`src/rtl/audio_deserializer.sv`:
```
// -----------------------------------------------------------------------------
// audio_deserializer
//
// Receive-side counterpart of the audio serializer. It samples a 1-bit serial
// stream, MSB first, taking one bit on every cycle where bit_valid is high. It
// reassembles WIDTH-bit words and places each finished word in a one-deep
// valid/ready holding register that feeds the downstream memory writer.
//
// Optional feature (compile-time macro):
//   DESER_SYNC_HUNT_EN - when defined, enabling the block enters a HUNT state.
//                        The block only starts assembling words after it sees
//                        SYNC_WORD in the incoming stream. The sync word itself
//                        is never output. When the macro is undefined, the
//                        block goes from IDLE straight to SHIFT and SYNC_WORD
//                        is not used.
//
// Parameters:
//   WIDTH      word length in bits (>= 2)
//   SYNC_WORD  framing pattern (only used with DESER_SYNC_HUNT_EN)
//
// Ports:
//   clock       in   1            system clock, all state updates on posedge
//   reset       in   1            asynchronous active-high reset
//   enable      in   1            block enable; low aborts any partial word
//   bit_valid   in   1            bit_in carries a valid serial bit this cycle
//   bit_in      in   1            serial data bit, MSB of each word first
//   data_out    out  WIDTH        last completed word
//   data_valid  out  1            data_out holds an unconsumed word
//   data_ready  in   1            downstream accepts data_out this cycle
//   overrun     out  1            sticky: a completed word overwrote a pending one
//   locked      out  1            high while in SHIFT state
//   bit_count   out  clog2(WIDTH) bits received in the current word
// -----------------------------------------------------------------------------
module audio_deserializer #(
    parameter int               WIDTH     = 16,
    parameter logic [WIDTH-1:0] SYNC_WORD = 16'hA5A5
) (
    input  logic                     clock,
    input  logic                     reset,
    input  logic                     enable,
    input  logic                     bit_valid,
    input  logic                     bit_in,
    output logic [WIDTH-1:0]         data_out,
    output logic                     data_valid,
    input  logic                     data_ready,
    output logic                     overrun,
    output logic                     locked,
    output logic [$clog2(WIDTH)-1:0] bit_count
);

    localparam int               CNT_W    = $clog2(WIDTH);
    localparam logic [CNT_W-1:0] LAST_BIT = CNT_W'(WIDTH - 1);
    localparam logic [CNT_W-1:0] CNT_ONE  = CNT_W'(1);

    typedef enum logic [1:0] {
        ST_IDLE  = 2'd0,
        ST_SHIFT = 2'd1,
        ST_HUNT  = 2'd2
    } state_t;

    state_t             r_state;
    state_t             w_state_next;
    logic [WIDTH-1:0]   r_shift;
    logic [WIDTH-1:0]   w_shift_next;
    logic [WIDTH-1:0]   w_shift_cat;
    logic [CNT_W-1:0]   r_bit_count;
    logic [CNT_W-1:0]   w_count_next;
    logic               w_word_done;
    logic [WIDTH-1:0]   r_data_out;
    logic [WIDTH-1:0]   w_data_next;
    logic               r_data_valid;
    logic               w_valid_next;
    logic               r_overrun;
    logic               w_overrun_next;
    logic               r_locked;

    // Shift register contents after accepting bit_in this cycle; this is also
    // the completed word on the last bit.
    assign w_shift_cat = {r_shift[WIDTH-2:0], bit_in};

`ifdef DESER_SYNC_HUNT_EN
    logic w_sync_hit;
    assign w_sync_hit = (w_shift_cat == SYNC_WORD);
`else
    logic w_unused_sync;
    assign w_unused_sync = ^SYNC_WORD;
`endif

    // Next-state selection; dropping enable always falls back to IDLE
    always_comb begin
        w_state_next = r_state;
        if (!enable) begin
            w_state_next = ST_IDLE;
        end else begin
            case (r_state)
                ST_IDLE: begin
`ifdef DESER_SYNC_HUNT_EN
                    w_state_next = ST_HUNT;
`else
                    w_state_next = ST_SHIFT;
`endif
                end
                ST_SHIFT: begin
                    w_state_next = ST_SHIFT;
                end
`ifdef DESER_SYNC_HUNT_EN
                ST_HUNT: begin
                    if (bit_valid && w_sync_hit) begin
                        w_state_next = ST_SHIFT;
                    end else begin
                        w_state_next = ST_HUNT;
                    end
                end
`endif
                default: begin
                    w_state_next = ST_IDLE;
                end
            endcase
        end
    end

    // Shift register / bit counter update and word-completion detect
    always_comb begin
        w_shift_next = r_shift;
        w_count_next = r_bit_count;
        w_word_done  = 1'b0;
        if (!enable) begin
            w_shift_next = '0;
            w_count_next = '0;
        end else if (bit_valid) begin
            case (r_state)
                ST_SHIFT: begin
                    w_shift_next = w_shift_cat;
                    if (r_bit_count == LAST_BIT) begin
                        // No need to clear the shift register: the next
                        // WIDTH bits push every old bit out.
                        w_count_next = '0;
                        w_word_done  = 1'b1;
                    end else begin
                        w_count_next = r_bit_count + CNT_ONE;
                    end
                end
`ifdef DESER_SYNC_HUNT_EN
                ST_HUNT: begin
                    w_count_next = '0;
                    if (w_sync_hit) begin
                        w_shift_next = '0;
                    end else begin
                        w_shift_next = w_shift_cat;
                    end
                end
`endif
                default: begin
                    // IDLE ignores bit_valid
                    w_shift_next = r_shift;
                    w_count_next = r_bit_count;
                end
            endcase
        end else begin
            w_shift_next = r_shift;
            w_count_next = r_bit_count;
        end
    end

    // Holding register: a newly completed word beats a same-edge transfer.
    // These registers ignore enable so a pending word can still be taken.
    always_comb begin
        w_data_next    = r_data_out;
        w_valid_next   = r_data_valid;
        w_overrun_next = r_overrun;
        if (w_word_done) begin
            w_data_next  = w_shift_cat;
            w_valid_next = 1'b1;
            if (r_data_valid && !data_ready) begin
                w_overrun_next = 1'b1;
            end else begin
                w_overrun_next = r_overrun;
            end
        end else if (r_data_valid && data_ready) begin
            w_valid_next = 1'b0;
        end else begin
            w_valid_next = r_data_valid;
        end
    end

    // State and datapath registers with asynchronous clear
    always_ff @(posedge clock or posedge reset) begin
        if (reset) begin
            r_state      <= ST_IDLE;
            r_shift      <= '0;
            r_bit_count  <= '0;
            r_data_out   <= '0;
            r_data_valid <= 1'b0;
            r_overrun    <= 1'b0;
            r_locked     <= 1'b0;
        end else begin
            r_state      <= w_state_next;
            r_shift      <= w_shift_next;
            r_bit_count  <= w_count_next;
            r_data_out   <= w_data_next;
            r_data_valid <= w_valid_next;
            r_overrun    <= w_overrun_next;
            // Registered copy of (state == SHIFT), tracked alongside r_state
            r_locked     <= (w_state_next == ST_SHIFT);
        end
    end

    assign data_out   = r_data_out;
    assign data_valid = r_data_valid;
    assign overrun    = r_overrun;
    assign locked     = r_locked;
    assign bit_count  = r_bit_count;

endmodule

```
`config.mk`:
```
export PLATFORM = sky130hd
export DESIGN_NAME = audio_deserializer
export DESIGN_NICKNAME = d
export VERILOG_FILES = /design/src/rtl/audio_deserializer.sv
export SDC_FILE = /design/constraint.sdc
export NUM_CORES = 1
export LEC_CHECK = 0
export CORE_AREA = 2 2 66 68
export CTS_BUF_LIST = sky130_fd_sc_hd__clkbuf_4 sky130_fd_sc_hd__clkbuf_8
export DETAILED_ROUTE_END_ITERATION = 10
export DIE_AREA = 0 0 68 70
export PLACE_DENSITY_LB_ADDON = 0.12
export RECOVER_POWER = 50
export SLEW_MARGIN = 25
export SYNTH_ARGS = -nofsm -noshare
export SYNTH_HDL_FRONTEND = slang
export SYNTH_SLANG_ARGS = --single-unit
```
`constraint.sdc`:
```
create_clock -name clock -period 2.05 [get_ports clock]
set_clock_uncertainty 0.1 [all_clocks]
set_input_delay 0.3075 -clock clock [delete_from_list [all_inputs] [get_ports clock]]
set_output_delay 0.3075 -clock clock [all_outputs]
set_load 0.01 [all_outputs]
```
Word-level counts from Yosys, hierarchy flattened
Cells that the tools add are included.
- bits in registers: 40
- output and inout bits: 23
- word-level logic and storage cells: 36
- add/sub/neg operators: 1
- eq/ne operators: 5
- multiplexer cells: 15
- reduce and logical (&&, ||, !) cells: 8
- operators by type and width (cell ; count):
    $mux 15 ; 3
    $mux 4 ; 4
    $mux 1 ; 8
    $add 4x1->4 const B ; 1
    $eq 2x1->1 const B ; 2
    $eq 4x4->1 const B ; 1
    $ne 2x1->1 const B ; 2
    $reduce_and 2->1 ; 2
    $logic_and 1x1->1 ; 2
    $logic_not 2->1 ; 1
    $reduce_bool 2->1 ; 1
    $reduce_or 2->1 ; 1
    $logic_not 1->1 ; 1

Logic depth before layout (Yosys ltp)
- depth in word-level cells: 6
- depth in mapped cells: 6
- mapped depth without buffers: 4

Worst setup path after synthesis
OpenSTA, ideal clock, no wires.
- path kind: reg-to-reg
- from: register r_bit_count[0] (netlist: bit_count[0])
- to: register r_data_out[0] (netlist: data_out[0])
- library setup time: 0.125 ns
- data arrival time: 1.538 ns
- required time: 1.825 ns
- setup slack: 0.287 ns
- stages on the path, launching flop included: 7
- period minus slack after synthesis: 1.763 ns
- cells stage by stage: dfrtp_1 > ha_1 > and3_1 > and3_4 > buf_6 > buf_6 > mux2_4
- cells in the longest elaborated chain, start to end: 5
- RTL lines (element ; line ; source):
    start, declared ; 66 ; logic [CNT_W-1:0] r_bit_count;
    start signal, assigned ; 199 ; r_bit_count <= w_count_next;
    $eq 4x4->1 ; 134 ; if (r_bit_count == LAST_BIT) begin
    $mux 1 ; 134 ;
    $mux 1 ; 131 ; case (r_state)
    $mux 1 ; 130 ; end else if (bit_valid) begin
    $mux 1 ; 127 ; if (!enable) begin
    end signal, assigned ; 200 ; r_data_out <= w_data_next;
    end, declared ; 69 ; logic [WIDTH-1:0] r_data_out;
Every way passes these cells.
A chain may end at the register's enable or synchronous reset.

Worst setup path in the final report
- from: register r_bit_count[0] (netlist: bit_count[0])
- to: register r_data_out[14] (netlist: data_out[14])
Same word-level chain as after synthesis.

==> results.ini <==
[critical_path]
crit_slowest_cell = dfrtp_1
crit_chain = ha_1 -> and3_1 -> and3_4 -> mux2_2
cp.arrival_ns = 1.90
worstSetupEndpointType = flip-flop
critPathLaunchType = flip-flop
required_ns = 2.11
critical_path_class = flip-flop to flip-flop
critPathMaxStageDelay_ns = 0.43
worstPathMaxFanout = 18

[synthesis]
ys_types = 21
synth_area_sq_um = 1580
syn_inst = 129
ys_seq_area_share_pct = 60.1
avgSynthCellArea_sq_um = 12.3
ys_ff_latch = 38
yosys_warnings = 0
synth_fp_nets = 136

[global_routing]
overflow = 0
antenna_found_initial = 0
grt_max_degree = 39
grt_pass1_vias = 1040
grt_pass1_wl_mm = 4.93
grt.total_usage_pct = 13.6

[clock_tree]
ctsHoldBuffers = 0
clkSlewWorstSetupHoldPaths_ns = 0.07
cts.sinks = 38
postCtsResizedCells = 0
clock-root-buffer = clkbuf_8
post_cts_buffers = 0
cts_tree = yes
cts_made_buffers = 5
cts_max_level = 2
clockBufferDepth = 2
clk_latency_ns = 0.28

[placement]
placed_cell_area_sq_um = 1910
numPortBuffers = 28
dpl.hpwl_mm = 1.78
place.gp.congestion = 0.735

[power]
pwr-share-seq_pct = 56.5
p_comb_share_pct = 4.6
clockPowerShare_pct = 38.9
powerDensity_nw_per_um2 = 672
vdd_ir_drop_max_uv = 394
power_leakage_nw = 0.892
power_mw = 1.34
switchingPower_mw = 0.281
p_int_mw = 1.06
switching_share_pct = 20.9

[route]
antenna_left = 0
vias_per_cell = 4.81
drtIter0Drc = 82
wl_per_cell_um = 12.8
drt_first_pass_iters = 4
dr_total_vias = 1030
drc = 0
wirelength_mm = 2.75

[timing]
fin_hold_ws_ns = 0.367
final.period_utilization_pct = 89.4
grt_setup_unrepaired = false
tightestPinTransition_ns = 0.923
fmaxAchievable_mhz = 545
max_slew_margin_pct = 38.5
setup_viol = 0
hold_viol = 0
tns_ns = 0
drv_slew = 0
min_period_ns = 1.83

[cells_and_area]
fin_nets = 168
drive_gt1_share_pct = 17.9
syn_to_final_growth_pct = 26.2
post-route-util_pct = 48.2
final_cell_area_sq_um = 2000
antenna_cells = 0

[floorplan]
ios = 29
fp.dieH_um = 70
fp.coreArea_sq_um = 4140
start_util_pct = 38.2
die_w_um = 68
fp-row-count = 24
die_area_sq_um = 4760

[hold_path]
min_path_type = flip-flop to flip-flop

[status]
status = finished clean

[flow_run]
maxCapViolCount = 0

logic make-up (layout without fill, tap and decap cells):
family,after synthesis,count (layout),share of synthesized area [%]
AOI/OAI and AO/OA,22,22,10.2
adders and majority gates,1,1,0.790
and+or+nand+nor,42,42,11.5
DFF,38,38,60.1
muxes,16,16,13.3
xor gates and xnor gates,1,1,0.553
buffers and inverters,9,42,3.56
critical path, delay by kind of cell, from the launching register on:
family,cells,cell delay (ns)
AND/OR/NAND/NOR,2,0.58
flip-flops,1,0.43
multiplexers,1,0.37
adder cells (fa/ha/maj),1,0.23
path summary, 6_finish.rpt:
kind                         startpoint           end  slack [ns]  depth (start not counted)
max in group asynchronous         reset   data_out[7]        0.62                          3
max                        bit_count[0]  data_out[14]        0.22                          4
max reg2reg                bit_count[0]  data_out[14]        0.22                          4
min in group asynchronous         reset  data_out[13]        0.65                          3
min reg2reg                     overrun       overrun        0.37                          1
min                             overrun       overrun        0.37                          1
per-layer routing:
metal	routed length [um]	GRT usage (%)	vias to the layer above	share of wire [%]
li1	-	-	497	-
met1	1350	19.0	506	49
met2	1260	20.1	23	46
met3	99	3.86	4	3.6
met4	31	4.67	0	1.1
met5	0	0	-	0
area by class of cell:
cell class	instances	area [sq um]
Fill cell	396	2150
Sequential cell	38	951
Multi-Input combinational cell	82	576
Timing Repair Buffer	32	304
Clock buffer	7	90.1
Tap cell	52	65.1
Inverter	2	7.51
Clock inverter	1	5.00
power by group through the flow:
stage / Sequential (mW) / Clock, mW / Combinational, mW
finish: 0.759 / 0.522 / 0.0618
global route: 0.759 / 0.579 / 0.0709
CTS: 0.758 / 0.541 / 0.0662
detailed placement: 0.773 / 0 / 0.0662
global placement: 0.773 / 0 / 0.0650
floorplan: 0.773 / 0 / 0.0343
layout by cell type (no fill, tap or decap), types with 2 or more instances in the layout:
cell type / n
and2_1: 2
mux2_4: 8
nand3_1: 2
buf_4: 2
dfrtp_1: 38
a21boi_0: 17
inv_1: 2
clkdlybuf4s50_1: 26
clkbuf_8: 6
nand2_1: 34
dlygate4sd3_1: 2
mux2_2: 8
state kept, by name, summed over array words and instances, names as in the netlist:
| signal | flops |
|---|---|
| bit_count | 4 |
| data_valid | 1 |
| r_shift | 15 |
| data_out | 16 |
| overrun | 1 |
| locked | 1 |
synth_stat cells:
cell type | instances | area share (%)
xnor2_1 | 1 | 0.55
nand4b_1 | 1 | 0.55
and2_1 | 2 | 0.79
mux2_2 | 8 | 5.7
clkbuf_1 | 4 | 0.95
a21oi_1 | 1 | 0.32
a21o_1 | 1 | 0.47
o21ai_0 | 1 | 0.32
a21boi_0 | 17 | 8.1
nand2_1 | 34 | 8.1
buf_6 | 3 | 2.1
a31o_2 | 1 | 0.55
and3_4 | 1 | 0.71
mux2_4 | 8 | 7.6
ha_1 | 1 | 0.79
o211ai_1 | 1 | 0.47
inv_1 | 2 | 0.47
nand3_1 | 2 | 0.63
or3_1 | 1 | 0.40
and3_1 | 1 | 0.40
dfrtp_1 | 38 | 60
metrics by stage:
stage,setup WS (ns),std cells
2_1_floorplan,0.287,129
4_1_cts,0.234,214
3_3_place_gp,0.0990,206
5_1_grt,0.124,214
6_report,0.217,214
3_5_place_dp,0.0769,206
(Power assumes the default switching activity.)
